`config.mk`:
```
export PLATFORM = sky130hd
export DESIGN_NAME = gray_code_counter
export DESIGN_NICKNAME = d
export VERILOG_FILES = /design/src/rtl/gray_code_counter.sv
export SDC_FILE = /design/constraint.sdc
export NUM_CORES = 1
export LEC_CHECK = 0
export CORE_ASPECT_RATIO = 1.2
export CORE_UTILIZATION = 33
export CTS_BUF_LIST = sky130_fd_sc_hd__clkbuf_4
export CTS_CLUSTER_DIAMETER = 30
export DETAILED_ROUTE_END_ITERATION = 10
export HOLD_SLACK_MARGIN = 0.03
export PLACE_DENSITY_LB_ADDON = 0.05
export SYNTH_ARGS = -nofsm -noshare
export SYNTH_HDL_FRONTEND = slang
export SYNTH_SLANG_ARGS = --single-unit
export TNS_END_PERCENT = 10
```
`constraint.sdc`:
```
create_clock -name clk -period 2.14 [get_ports clk]
set_input_delay 0.428 -clock clk [delete_from_list [all_inputs] [get_ports clk]]
set_output_delay 0.428 -clock clk [all_outputs]
set_load 0.005 [all_outputs]
```
`src/rtl/gray_code_counter.sv`:
```
// rtl/gray_code_counter.sv - up/down counter with registered binary and Gray outputs plus Gray-coded load
// Build option GRAY_CNT_SAT_EN: hold at the terminal count instead of wrapping.
module gray_code_counter #(
  parameter int          WIDTH     = 4,
  parameter int unsigned RESET_VAL = 0
) (
  input  logic             clk,
  input  logic             rst,
  input  logic             en,
  input  logic             up_dn,
  input  logic             load,
  input  logic [WIDTH-1:0] load_gray,
  output logic [WIDTH-1:0] bin_out,
  output logic [WIDTH-1:0] gray_out,
  output logic             term
);

  localparam logic [WIDTH-1:0] RST_BIN  = RESET_VAL[WIDTH-1:0];
  localparam logic [WIDTH-1:0] RST_GRAY = RST_BIN ^ (RST_BIN >> 1);
  localparam logic [WIDTH-1:0] MAX_CNT  = {WIDTH{1'b1}};

  logic [WIDTH-1:0] cnt;
  logic [WIDTH-1:0] gray_q;
  logic             term_q;
  logic [WIDTH-1:0] nxt;
  logic             term_nxt;
  logic             at_term;

  function automatic logic [WIDTH-1:0] gray2bin(input logic [WIDTH-1:0] g);
    logic [WIDTH-1:0] b;
    b[WIDTH-1] = g[WIDTH-1];
    for (int i = WIDTH - 2; i >= 0; i--) begin
      b[i] = b[i+1] ^ g[i];
    end
    return b;
  endfunction

  always_comb begin
    nxt      = cnt;
    term_nxt = 1'b0;
    at_term  = up_dn ? (cnt == MAX_CNT) : (cnt == '0);
    if (load) begin
      nxt = gray2bin(load_gray);
    end else if (en) begin
      term_nxt = at_term;
`ifdef GRAY_CNT_SAT_EN
      if (!at_term) begin
        nxt = up_dn ? cnt + 1'b1 : cnt - 1'b1;
      end
`else
      nxt = up_dn ? cnt + 1'b1 : cnt - 1'b1;
`endif
    end
  end

  // Gray output is registered from nxt, so it tracks cnt on the same edge without extra latency.
  always_ff @(posedge clk or posedge rst) begin
    if (rst) begin
      cnt    <= RST_BIN;
      gray_q <= RST_GRAY;
      term_q <= 1'b0;
    end else begin
      cnt    <= nxt;
      gray_q <= nxt ^ (nxt >> 1);
      term_q <= term_nxt;
    end
  end

  assign bin_out  = cnt;
  assign gray_out = gray_q;
  assign term     = term_q;

endmodule

```
==> flow_metrics.py <==
metrics = {
    "run": {
        "cap_viol_max_count": 0,
    },
    "yosys": {
        "syn_area_um2": 557,
        "synth_most_common_cell": "dfrtp_1",
        "yosys.area.top_type_share_pct": 36.0,
        "yosys_warnings": 0,
        "synth_nets": 67,
        "synth_area_leaders": "dfrtp_1 36%, xor2_1 6.3%, xnor2_1 4.7%",
        "yosys.area.top_type": "dfrtp_1",
        "synth_ff_type": "dfrtp_1",
        "synth_seq_cells": 8,
        "synth-edff-count": 0,
        "async_flop_share_pct": 100,
        "yosys-top-cells-count": "8 x dfrtp_1, 4 x a21oi_1, 4 x inv_1, 4 x xor2_1",
        "synthCells": 55,
        "ys_types": 32,
        "synth_seq_area_share_pct": 36.0,
        "syn_avg_cell_area_um2": 10.1,
    },
    "worst_setup_path": {
        "cp_cell_sequence": "inv_1, fa_1, xnor2_1, mux2i_1, o21ai_1, xor2_1",
        "critPathMaxFanout": 6,
        "path_buf_inv": 1,
        "startpoint_type": "flip-flop",
        "cp.arrival_ps": 1940,
        "cp.required_ps": 2310,
        "crit_type": "reg -> reg",
        "max_stage_delay_ps": 440,
        "cpLargestDelayFamily": "flip-flops",
        "cp_slowest_cell": "dfrtp_1",
        "end_kind": "flip-flop",
    },
    "clock_network": {
        "cts_tree": "yes",
        "cts-root-buf": "clkbuf_4",
        "holdBufCountCts": 0,
        "htreeDepth": 1,
        "cts_sinks": 8,
        "clkTransAtPathRegs_ps": 50,
        "cts_setup_buffers": 0,
        "max-clock-path-buffers": 2,
        "numCtsBuffers": 3,
        "clkLatencyLatePin_ps": 240,
    },
    "power": {
        "ir_worst_vdd_mv": 0.338,
        "leakage_nw": 0.363,
        "p_per_area_nw_per_um2": 771,
        "p_total_mw": 0.619,
    },
    "detailed_routing": {
        "first_iter_violations": 3,
        "vias": 465,
        "ant_nets": 0,
        "wl_per_cell_um": 11.6,
        "dr.pass1.iters": 2,
        "drc": 0,
        "drt_wl_total_um": 1110,
        "viasPerCell": 4.84,
    },
    "cells_and_area": {
        "syn2layout_area_growth_pct": 44.3,
        "nFillCells": 159,
        "final_cell_area_um2": 803,
        "layout-drive-gt1-share_pct": 16.5,
        "final_cells": 96,
        "finalNetCount": 93,
        "antenna_cells": 0,
    },
    "sta": {
        "clock_skew_ps": 0.961,
        "worst_slew_pin_slew_ps": 394,
        "period_needed_ps": 1770,
        "fmax_ghz": 0.565,
        "setup_viol": 0,
        "slew_viol_final": 0,
        "fin_crit_sh_pct": 82.7,
        "hold_viol": 0,
        "rsz0062_at_grt": "false",
        "setup_ws_ps": 371,
        "maxSlewHeadroom_pct": 73.5,
    },
    "global_route": {
        "overflow": 0,
        "antenna_found_initial": 0,
        "grt_max_degree": 15,
        "grt_usage_pct": 14.8,
        "grt_pass1_wl_um": 1840,
        "grt_pass1_vias": 411,
    },
    "floorplan": {
        "die-area_um2": 1860,
        "die_w_um": 39.5,
        "ioPinCount": 18,
        "core-area_um2": 1500,
        "dieHeight_um": 47.0,
        "start_util_pct": 37.1,
        "rows": 15,
    },
    "hold_path": {
        "hp-class": "in -> async",
    },
    "outcome": {
        "status": "finished, final reports clean",
    },
    "placement": {
        "port_buffers": 17,
        "dp_hpwl_um": 897,
        "routabilityCongestion": 0.851,
        "placed_area_um2": 778,
        "dpl.cell_count": 93,
        "dpl_worst_slack_ps": -201,
    },
}
layer usage:
| layer | vias to the layer above | global-route usage, % | part of all wire, % |
|---|---|---|---|
| met2 | 15 | 23.6 | 50 |
| met4 | 0 | 8.28 | 0 |
| met1 | 207 | 19.6 | 45 |
| met5 | - | 0 | 0 |
| met3 | 0 | 1.42 | 5.2 |
| li1 | 243 | - | - |
path summary, 6_finish.rpt:
kind                       cells past startpoint     endpoint        from  slack (ps)
max in group asynchronous                      2   bin_out[0]         rst        1500
min in group clk                               3  gray_out[0]  bin_out[0]         700
setup reg to reg                               6  gray_out[1]  bin_out[1]         370
setup / recovery                               6  gray_out[1]  bin_out[1]         370
hold / removal                                 2   bin_out[3]         rst         420
hold reg to reg                                3  gray_out[0]  bin_out[0]         700
power breakdown:
part	total [mW]	switching [mW]	internal, mW
combinational	0.295	0.117	0.178
clock	0.108	0.0441	0.0637
sequential	0.217	0.0280	0.189
layout make-up:
cell class / instances / area [µm²] / area share [%]
well taps: 17 / 21.3 / 2.65
flip-flops and latches: 8 / 200 / 24.9
clock buffers: 3 / 22.5 / 2.80
multi-input cells: 40 / 319 / 39.7
inverters: 4 / 15.0 / 1.87
repair buffers: 24 / 225 / 28.0
cell usage in the layout (no fill, tap or decap), drive strengths merged, types with 2 or more instances in the layout:
cell and n:
o21ai 2, inv 4, ha 2, nor3b 2, clkbuf 3, nand2 2
dfrtp 8, nor2 3, a21oi 4, xor2 5, buf 7, clkdlybuf4s50 16
xnor2 3
registers in the layout, summed over array words and instances (netlist names):
register	cells
bin_out	4
term	1
gray_out	3
kinds of logic after synthesis:
family,after synthesis,share of synthesized area [%]
xor+xnor,8,13.9
simple gates,17,19.8
fa+ha+maj,3,8.09
compound gates,11,13.7
buf+inv,7,6.74
flops,8,36.0
mux,1,1.80
through the flow:
stage                     TNS [ps]  util [%]  hold slack (ps)
after detailed placement      -467      51.8              684
after CTS                        0      53.3              423
after floorplan                  0         -              244
final                            0      53.5              421
after global routing             0      53.5              444
after global placement        -335      51.8              687
worst register-to-register path, cell delays in order, from the launching register on:
cell     delay [ps]
dfrtp_1         440
inv_1            80
fa_1            390
xnor2_1         180
mux2i_1          90
o21ai_1         340
xor2_1          180
what timing repair did:
item / 4_1_cts / 5_1_grt
hold endpoints to repair: 0 / 0
endpoints found under the setup margin: 0 / 2
gates resized for setup: 0 / 1
(Power assumes the default switching activity.)
